### src/rtl/resonator_ddc_axis_stall_detector.sv
// Per-channel AXI4-Stream stall detector: counts consecutive stall cycles on the
// input (starved) and output (backpressured) streams and flags persistent blocks.
module resonator_ddc_axis_stall_detector #(
    parameter int THRESH = 16,
    parameter int CNT_W  = 16
) (
    input  logic             clock,
    input  logic             reset_n,
    input  logic             s_tvalid,
    input  logic             s_tready,
    input  logic             m_tvalid,
    input  logic             m_tready,
    input  logic             clear,
    output logic [1:0]       axis_block_sigs,
    output logic [1:0]       sticky_block,
    output logic             first_valid,
    output logic             first_ch,
    output logic [CNT_W-1:0] max_stall0,
    output logic [CNT_W-1:0] max_stall1
);

    typedef enum logic [1:0] {
        ST_IDLE    = 2'd0,
        ST_COUNT   = 2'd1,
        ST_BLOCKED = 2'd2
    } state_t;

    localparam logic [CNT_W-1:0] CNT_MAX  = '1;
    localparam logic [CNT_W-1:0] THRESH_C = CNT_W'(THRESH);

    function automatic logic [CNT_W-1:0] sat_inc(input logic [CNT_W-1:0] v);
        return (v == CNT_MAX) ? v : v + 1'b1;
    endfunction

    function automatic logic [CNT_W-1:0] max_of(input logic [CNT_W-1:0] a,
                                                input logic [CNT_W-1:0] b);
        return (a > b) ? a : b;
    endfunction

    state_t           state_q [2];
    state_t           state_d [2];
    logic [CNT_W-1:0] cnt_q   [2];
    logic [CNT_W-1:0] cnt_d   [2];
    logic [CNT_W-1:0] max_q   [2];
    logic [CNT_W-1:0] max_d   [2];
    logic [1:0]       sticky_q;
    logic [1:0]       sticky_d;
    logic             first_valid_q;
    logic             first_valid_d;
    logic             first_ch_q;
    logic             first_ch_d;
    logic [1:0]       stall;
    logic [1:0]       enter;

    assign stall[0] = s_tready & ~s_tvalid;
    assign stall[1] = m_tvalid & ~m_tready;

    // Per-channel run-length state machine; any non-stall cycle restarts the run.
    always_comb begin
        for (int i = 0; i < 2; i++) begin
            state_d[i] = ST_IDLE;
            cnt_d[i]   = '0;
            if (stall[i]) begin
                case (state_q[i])
                    ST_IDLE: begin
                        cnt_d[i]   = CNT_W'(1);
                        state_d[i] = (THRESH == 1) ? ST_BLOCKED : ST_COUNT;
                    end
                    ST_COUNT: begin
                        cnt_d[i]   = sat_inc(cnt_q[i]);
                        state_d[i] = (cnt_d[i] == THRESH_C) ? ST_BLOCKED : ST_COUNT;
                    end
                    ST_BLOCKED: begin
                        cnt_d[i]   = sat_inc(cnt_q[i]);
                        state_d[i] = ST_BLOCKED;
                    end
                    default: begin
                        cnt_d[i]   = '0;
                        state_d[i] = ST_IDLE;
                    end
                endcase
            end
            enter[i] = (state_d[i] == ST_BLOCKED) && (state_q[i] != ST_BLOCKED);
        end
    end

    // Software-visible status; a block entering on a clear edge survives the clear.
    always_comb begin
        sticky_d      = (clear ? 2'b00 : sticky_q) | enter;
        first_valid_d = first_valid_q & ~clear;
        first_ch_d    = clear ? 1'b0 : first_ch_q;
        if (!first_valid_d && (enter != 2'b00)) begin
            first_valid_d = 1'b1;
            first_ch_d    = ~enter[0];
        end
        for (int i = 0; i < 2; i++) begin
            max_d[i] = clear ? cnt_d[i] : max_of(max_q[i], cnt_d[i]);
        end
    end

    always_ff @(posedge clock or negedge reset_n) begin
        if (!reset_n) begin
            for (int i = 0; i < 2; i++) begin
                state_q[i] <= ST_IDLE;
                cnt_q[i]   <= '0;
                max_q[i]   <= '0;
            end
            sticky_q      <= 2'b00;
            first_valid_q <= 1'b0;
            first_ch_q    <= 1'b0;
        end else begin
            for (int i = 0; i < 2; i++) begin
                state_q[i] <= state_d[i];
                cnt_q[i]   <= cnt_d[i];
                max_q[i]   <= max_d[i];
            end
            sticky_q      <= sticky_d;
            first_valid_q <= first_valid_d;
            first_ch_q    <= first_ch_d;
        end
    end

    assign axis_block_sigs[0] = (state_q[0] == ST_BLOCKED);
    assign axis_block_sigs[1] = (state_q[1] == ST_BLOCKED);
    assign sticky_block       = sticky_q;
    assign first_valid        = first_valid_q;
    assign first_ch           = first_ch_q;
    assign max_stall0         = max_q[0];
    assign max_stall1         = max_q[1];

endmodule

### config.mk
export PLATFORM = sky130hd
export DESIGN_NAME = resonator_ddc_axis_stall_detector
export DESIGN_NICKNAME = d
export VERILOG_FILES = /design/src/rtl/resonator_ddc_axis_stall_detector.sv
export SDC_FILE = /design/constraint.sdc
export NUM_CORES = 1
export LEC_CHECK = 0
export ABC_AREA = 0
export CORE_MARGIN = 3
export CORE_UTILIZATION = 34
export CTS_CLUSTER_DIAMETER = 60
export DETAILED_ROUTE_END_ITERATION = 6
export DONT_BUFFER_PORTS = 1
export SETUP_SLACK_MARGIN = 0.3
export SYNTH_ARGS = -nofsm -noshare
export SYNTH_HDL_FRONTEND = slang
export SYNTH_SLANG_ARGS = --single-unit
export TNS_END_PERCENT = 30
### constraint.sdc
create_clock -name clock -period 10.23 [get_ports clock]
set_input_delay 1.023 -clock clock [delete_from_list [all_inputs] [get_ports clock]]
set_output_delay 1.023 -clock clock [all_outputs]
set_load 0.05 [all_outputs]
== Yosys cells after proc, flatten, opt, wreduce, memory -nomap -nowiden ==
Cells that the tools add are included.

* Add/subtract/negate cells: 2
* Order comparisons: 2
* Eq/ne operators: 14
* Multiplexer cells: 20
* Bitwise gates (word level): 8
* Reductions and logical operators: 10

{| class="wikitable"
|+ Operators by type and width
! cell !! number
|-
| $mux W16 || 8
|-
| $pmux W16 S2 || 2
|-
| $add A16 B1 Y16 const B || 2
|-
| $eq A16 B16 Y1 const B || 2
|-
| $eq A16 B5 Y1 const B || 2
|-
| $gt A16 B16 Y1 || 2
|-
| $pmux W2 S3 || 2
|-
| $mux W2 || 5
|-
| $eq A2 B2 Y1 const B || 4
|-
| $ne A2 B2 Y1 const B || 4
|-
| $eq A2 B1 Y1 const B || 2
|-
| $logic_not A2 Y1 || 2
|-
| $not A1 Y1 || 4
|-
| $reduce_bool A2 Y1 || 2
|-
| $reduce_or A2 Y1 || 2
|-
| $and A1 B1 Y1 || 3
|-
| $logic_and A1 B1 Y1 || 3
|-
| $mux W1 || 3
|-
| $or A2 B2 Y2 || 1
|-
| $logic_not A1 Y1 || 1
|}

* Flip-flop bits (word level): 72
* Output and inout port bits: 38
* Logic and storage cells: 65

== Depth between registers and ports, before layout ==
Gate-level depths: netlist of the first run.

* Depth in word-level cells: 11
* Depth in mapped cells: 18
* Mapped depth without buffers: 16

== Worst setup path after synthesis of the first run ==
Ideal clock, no wire load.

* Path type: input to register
* From: input s_tvalid
* To: register max_q (netlist bit max_stall0[10])
* Setup time: 125 ps
* Arrival: 3,850 ps
* Data required time: 10,105 ps
* Path slack: 6,255 ps
* Stages: 16
* Cell sequence: nand2b_1 -> nor2_1 -> nand2_1 -> clkbuf_1 -> a21oi_1 -> inv_1 -> ha_1 -> nor2b_1 -> o21a_1 -> o21a_1 -> o21bai_1 -> a21oi_1 -> o21ai_1 -> a221oi_2 -> buf_2 -> mux2_2

{| class="wikitable"
|+ RTL lines
! what !! RTL line !! source
|-
| start: declaration || 9 || <nowiki>input logic s_tvalid,</nowiki>
|-
| end signal: indexed assignment || 115 || <nowiki>max_q[i] <= max_d[i];</nowiki>
|-
| end: declaration || 44 || <nowiki>logic [CNT_W-1:0] max_q [2];</nowiki>
|}

==> impl_results.md, run 1 <==
* Outcome: finished clean
* Cells after Synth at 476
* Ys flop type: dfrtp_1
* CP Buf/Inv Count at 2
* Initial antenna violation count at 0
* Worst clock skew at between 0.005 and 0.006 ns
* ANT nets after route at 0
* Die height at between 100 and 150 um
* Longest Clk Path Bufs at 2
* Final GP Congestion at 0.872
* Element type at the critical path end: flop
* Reg clk slew, reported paths at 0.06 ns
* Syn_nets at 525
* WHS at around 0.38 ns
* Pre-Repair DR Iteration Count at 4
* Fill cells at roughly 1300
* Top cells by count, synth: 72 x dfrtp_1, 44 x inv_1, 42 x ha_1
* Largest net degree at the start of global routing at 73
* Worst skew pair latency at 0.33 ns
* Worst-Margin Slew at 0.899 ns
* Worst hold path class: in -> async
* Setup-failing EPs final at 0
* DR iter-0 viols at 219
* Asr flop ratio synth at 100%
* Top-count cell post-synth: dfrtp_1
* Crit path launch type: flop
* Vias per Instance at 5.28
* Via count at 3456
* Yosys warning count at 0
* CP delay by family, top: simple AND/OR/NAND/NOR gates
* Number of placement rows at 41
* Sum Neg Setup Slack at 0 ns
* IO Port Bufs at 0
* DRC at 0
* Post-CTS resize count at 0
* Congestion Overflow GR at 0
* Period utilisation layout at between 40% and 50%
* GRT Util Overall at between 10% and 20%
* VDD IR-drop max at approximately 0.000099 V
* Slew headroom at between 40% and 50%
* Die X-Extent at 122 um
* Seq/Total Area, Yosys at 39.3%
* HPWL Detailed at 7920 um
* Share of the synthesized area in the top cell type at between 30 and 40%
* CP max stage cell: a221oi_2
* Hold Buf Count CTS at 0
* Global-route wire length before repair at 17500 um
* Area of the mapped netlist at 0.00458 mm2
* Root Buffer: clkbuf_16
* Cell variety after synth at 58
* Worst Path Arrival at approximately 5.3 ns
* Final hold vios at 0
* TritonCTS clock tree: done
* Fmax at about 0.20 GHz
* # clock sinks at slightly above 70
* Critical-path cell list: ha_1 > and3_1 > nand3_1 > nor3_1 > nor2_1 > xnor2_1 > nor3b_1 > inv_1 > ha_1 > a21o_1 > a21o_1 > a21oi_1 > nor2_1 > a211oi_1 > a221oi_2 > buf_4 > mux2_2
* Total setup buffers inserted after CTS at 0
* Area leader, netlist: dfrtp_1
* Req. time, crit path at 10.45 ns
* Cell area power density at 134 mW/mm2
* Layout cells sized above 1 at 11.2%
* Core ar. at between 0.01 and 0.015 mm2
* Leakage power at 2.24 nW
* Seq cells post-synth at 72
* Vias in the first global route at 3562
* Unrepaired setup endpoints after global routing: false
* Max_cap viols at 0
* Die area at 0.0149 mm2
* Max incr delay on CP at 0.79 ns
* Initial Util at 35.6%
* Final min period at between 5 and 6 ns
* Detailed-route wire length per cell at about 16 um
* NumNets Final at 526
* Area delta synth->final at 11.6%
* Htree depth at 3
* CP max FO at 9
* Num ports at 45
* Num CTS Buffers at 9
* Top area cells in the synthesized netlist: dfrtp_1 39%, ha_1 11%, mux2_2 5.9%, inv_1 3.6%, nor2_1 3.0%
* Final WL at 10500 um
* EDFF count, synth at 0
* Synthesized area per cell at between 9 and 10 um2
* Fin. max-slew vios at 0
* Final core occ at 39.7%
* Antenna cells at 0
* Final setup margin at 5.17 ns
* Type of the worst setup path: reg -> reg
* Pre-CTS setup slack at between 5 and 6 ns
-- routing by layer --
metal	vias to the layer above	global-route usage, %	part of all wire (%)	wire (um)
li1	1704	-	-	-
met1	1667	17.9	44	4600
met2	72	25.8	49	5190
met3	13	4.46	5.2	542
met4	0	4.76	1.7	176
met5	-	0	0	0
-- worst register-to-register path, stage by stage, from the launching register on --
cell	delay, ns
dfrtp_1	0.44
ha_1	0.27
and3_1	0.27
nand3_1	0.23
nor3_1	0.64
nor2_1	0.11
xnor2_1	0.17
nor3b_1	0.48
inv_1	0.10
ha_1	0.31
a21o_1	0.11
a21o_1	0.10
a21oi_1	0.06
nor2_1	0.09
a211oi_1	0.08
a221oi_2	0.79
buf_4	0.33
mux2_2	0.36
-- registers in the layout, summed over array words and instances, names as in the netlist --
name	cells
state_q	4
sticky_block	2
first_valid	1
first_ch	1
max_stall0	16
max_stall1	16
cnt_q	32
-- cell families after synthesis --
| group | after synthesis | synth area share, % |
|---|---|---|
| AOI/OAI and AO/OA | 81 | 12.0 |
| buffers and inverters | 55 | 4.59 |
| and+or+nand+nor | 168 | 19.6 |
| adders and majority gates | 42 | 11.5 |
| xor gates and xnor gates | 22 | 4.21 |
| muxes | 36 | 8.74 |
| DFF | 72 | 39.3 |
-- layout make-up --
type / count / area [um2] / area share (%)
Inverter: 44 / 165 / 3.23
Multi-Input combinational cell: 349 / 2570 / 50.2
Timing Repair Buffer: 1 / 7.51 / 0.147
Clock inverter: 5 / 103 / 2.01
Clock buffer: 11 / 253 / 4.94
Sequential cell: 72 / 1800 / 35.2
Tap cell: 172 / 215 / 4.21
-- worst paths after layout --
path / from / end / slack (ns) / depth (start not counted)
min in group clock: state_q[0]$_DFF_PN0_ / state_q[1]$_DFF_PN0_ / 0.56 / 1
worst min register to register: state_q[0]$_DFF_PN0_ / state_q[1]$_DFF_PN0_ / 0.56 / 1
worst max register to register: cnt_q[16]$_DFF_PN0_ / max_stall0[0]$_DFFE_PN0P_ / 5.17 / 17
worst min-delay path: reset_n / state_q[3]$_DFF_PN0_ / 0.38 / 0
worst max-delay path: cnt_q[16]$_DFF_PN0_ / max_stall0[0]$_DFFE_PN0P_ / 5.17 / 17
max in group asynchronous: reset_n / cnt_q[24]$_DFF_PN0_ / 9.74 / 0
-- where the power goes --
group	internal [W]	switching (W)
combinational	0.0000118	0.0000144
clock	0.000251	0.000118
sequential	0.000287	0.00000521
total	0.000549	0.000137
-- cells in the final DEF, fill, tap and decap left out, drive strengths merged, types with 11 or more instances in the layout --
master	count
a21oi	24
nor3	19
nand3	19
nand2	33
mux2	32
dfrtp	72
ha	42
inv	44
clkbuf	11
o21ai	18
nor2	37
nand4	16
xnor2	14
-- metrics by stage --
stage | std cells | power, W | cell area, um2
floorplan | 476 | 0.000317 | 4580
global placement | 638 | 0.000323 | 4760
detailed placement | 638 | 0.000323 | 4760
CTS | 654 | 0.000698 | 5110
global route | 654 | 0.000712 | 5110
finish | 654 | 0.000686 | 5110
Power figures use the tool's default switching activity.
==> run 2, diff against run 1 <==
Settings changed: ABC_AREA 0 to 1.
Clock period 10.23 ns to 5.1 ns, I/O delays scaled along.
==> run 2 against run 1 <==
Non-clock buffer count rose by 1. Combinational power rose to 12 times the previous value. Count of clock-buffer cells in the layout did not move. Worst hold slack got worse by 0.32 ns. Highest routed layer unchanged. Global-route usage rose by 0.64 points. Synthesized cell count rose by 36%. Largest power group is now sequential cells. Design area rose by 2.4%. Routed wire length rose by 3.7%. Critical endpoint is now max_stall1[3]$_DFFE_PN0P_. Die area rose by 2.2%.
==> impl_results.md, run 2 <==
* Top reg by flops: cnt_q
* Max incr delay on CP at 0.72 ns (-0.07 ns)
* Asr flop ratio synth at 100% (unchanged)
* Fmax at 0.251 GHz (+27%)
* Initial Util at 35.1% (-0.48 points)
* Critical-path cell list: ha_1 > inv_2 > nor2_4 > nand2_4 > inv_2 > nand2_4 > nand2_1 > nand2_1 > nor2_1 > inv_1 > ha_1 > inv_1 > nor2_1 > nor2_1 > o21a_1 > o221ai_1 > nand2_1 > o2111ai_1 > nand3_1 > o21ai_0
* Final GP Congestion at 0.971 (+11%)
* Via count at 3965 (+15%)
* Ys flop type: dfrtp_1
* Setup-failing EPs final at 0 (unchanged)
* Most common cell after layout, fill and taps aside: nand2_1
* Area of the mapped netlist at 0.00468 mm2 (+2.3%)
* Period utilisation layout at 78.2% (+29 points)
* Vias in the first global route at 3981 (+12%)
* DR iter-0 viols at 261 (+19%)
* Worst clock skew at 0.00697 ns (+0.00174 ns)
* GRT Util Overall at 15.6% (+0.64 points)
* Global-route wire length before repair at 18600 um (+6.3%)
* ANT nets after route at 0 (unchanged)
* Worst-Margin Slew at 1.00 ns (+0.101 ns)
* Cells after DPL at 817 (+28%)
* Layout cells sized above 1 at 7.15% (-4.0 points)
* Max_cap viols at 0 (unchanged)
* Longest Clk Path Bufs at 2 (unchanged)
* Area delta synth->final at 11.8%
* CP delay by family, top: simple AND/OR/NAND/NOR gates
* Yosys warning count at 0 (unchanged)
* NumNets Final at 702 (+33%)
* # clock sinks at 72 (unchanged)
* Num ports at 45 (unchanged)
* DRC at 0 (unchanged)
* Unrepaired setup endpoints after global routing: false
* Cell variety after synth at 34 (-41%)
* TritonCTS clock tree: done
* Congestion Overflow GR at 0 (unchanged)
* Slew headroom at 33.1% (-6.9 points)
* Detailed-route wire length per cell at 13.1 um (-19%)
* Fill cells at 1373 (+8.0%)
* Synthesized area per cell at 7.23 um2 (-25%)
* Die X-Extent at 123 um (+1.1%)
* Max reg flops at 32 (unchanged)
* Share of the synthesized area in the top cell type at 38.5% (-0.87 points)
* Die height at 123 um (+1.1%)
* Num CTS Buffers at 9 (unchanged)
* Cell area power density at 350 mW/mm2 (+160%)
* Top area cells in the synthesized netlist: dfrtp_1 38%, nand2_1 14%, ha_1 11%, inv_1 7.8%, nor2_1 6.6%
* Post-CTS resize count at 0 (unchanged)
* Final min period at 3.99 ns (-1.07 ns)
* Largest net degree at the start of global routing at 73 (unchanged)
* Pre-Repair DR Iteration Count at 4 (unchanged)
* Vias per Instance at 4.76 (-9.9%)
* Most frequent cells in the layout: 176 x nand2_1, 97 x inv_1, 82 x nor2_1
* CP Buf/Inv Count at 4 (+2)
* Outcome: finished clean
* Core ar. at 0.0133 mm2 (+3.7%)
* Leakage power at 2.79 nW (+25%)
* Top cells by count, synth: 176 x nand2_1, 97 x inv_1, 82 x nor2_1
* Final core occ at 39.2% (-0.47 points)
* Area leader, netlist: dfrtp_1
* Hold Buf Count CTS at 1 (+1)
* Fin. max-slew vios at 0 (unchanged)
* Antenna cells at 0 (unchanged)
* Initial antenna violation count at 0 (unchanged)
* Seq/Total Area, Yosys at 38.5% (-0.87 points)
* Type of the worst setup path: reg -> reg
* Crit path launch type: flop
* Element type at the critical path end: flop
* Die area at 0.0152 mm2 (+2.2%)
* Reg clk slew, reported paths at 0.06 ns (about the same)
* Htree depth at 3 (unchanged)
* Seq cells post-synth at 72 (unchanged)
* VDD IR-drop max at 0.000292 V (+190%)
* Number of placement rows at 42 (+2.4%)
* CP max stage cell: nand3_1
* Sum Neg Setup Slack at 0 ns (unchanged)
* Final hold vios at 0 (unchanged)
* HPWL Detailed at 8770 um (+11%)
* Non-filler cells, final at 833 (+27%)
* Worst hold path class: in -> async
* WHS at 0.0570 ns (-0.324 ns)
* Root Buffer: clkbuf_16
* EDFF count, synth at 0 (unchanged)
* Final Power at 0.00183 W (+170%)
* IO Port Bufs at 0 (unchanged)
* Total setup buffers inserted after CTS at 0 (unchanged)
* CP max FO at 32 (+23)
* Worst skew pair latency at 0.33 ns (about the same)
* Req. time, crit path at 5.32 ns (-5.13 ns)
* Cells after Synth at 648 (+36%)
* Top-count cell post-synth: nand2_1
* Final WL at 10900 um (+3.7%)
* Syn_nets at 697 (+33%)
* Worst Path Arrival at 4.21 ns (-1.06 ns)
==> run 2: cells by family after synthesis <==
group,share of synthesized area [%]
XOR/XNOR,0.935
buffers and inverters,9.13
AO/OA/AOI/OAI,8.97
adder cells (fa/ha/maj),11.2
flip-flops,38.5
AND/OR/NAND/NOR,31.3
==> run 2: power breakdown <==
part / switching, W / total, W / internal [W]
Sequential: 0.000223 / 0.000845 / 0.000621
Combinational: 0.000186 / 0.000307 / 0.000121
Clock: 0.000230 / 0.000683 / 0.000453
==> run 2: area by class of cell <==
type                       count  area (um2)  share of cell area, %
clock buffer                  11         253                   4.82
clock inverter                 4        76.3                   1.46
inverter                     105         394                   7.52
multi-input combinational    463        2460                   46.9
sequential                    72        1800                   34.4
tap                          176         220                   4.20
timing repair buffer           2        35.0                  0.669
==> run 2: final timing paths <==
check,to,from,cells after the start,slack (ns)
min in group clock,state_q[1]$_DFF_PN0_,m_tready,3,0.39
worst min-delay path,max_stall0[3]$_DFFE_PN0P_,reset_n,1,0.06
worst min register to register,state_q[1]$_DFF_PN0_,state_q[1]$_DFF_PN0_,2,0.66
worst max register to register,max_stall1[3]$_DFFE_PN0P_,cnt_q[0]$_DFF_PN0_,20,1.11
max in group asynchronous,cnt_q[2]$_DFF_PN0_,reset_n,1,4.75
worst max-delay path,max_stall1[3]$_DFFE_PN0P_,cnt_q[0]$_DFF_PN0_,20,1.11
==> run 2: stage by stage <==
step                      setup slack [ns]  cell area, um2
after floorplan                       2.18            4680
after global placement                1.25            4880
after detailed placement              1.05            4880
after CTS                             1.04            5240
after global routing                 0.500            5240
final                                 1.11            5240
==> run 2: layer usage <==
layer	track usage [%]	up-vias	part of all wire (%)
met1	17.7	1813	42
met2	27.1	72	50
met5	0	-	0
met3	4.67	20	5.5
met4	6.57	0	2.3
li1	-	2060	-
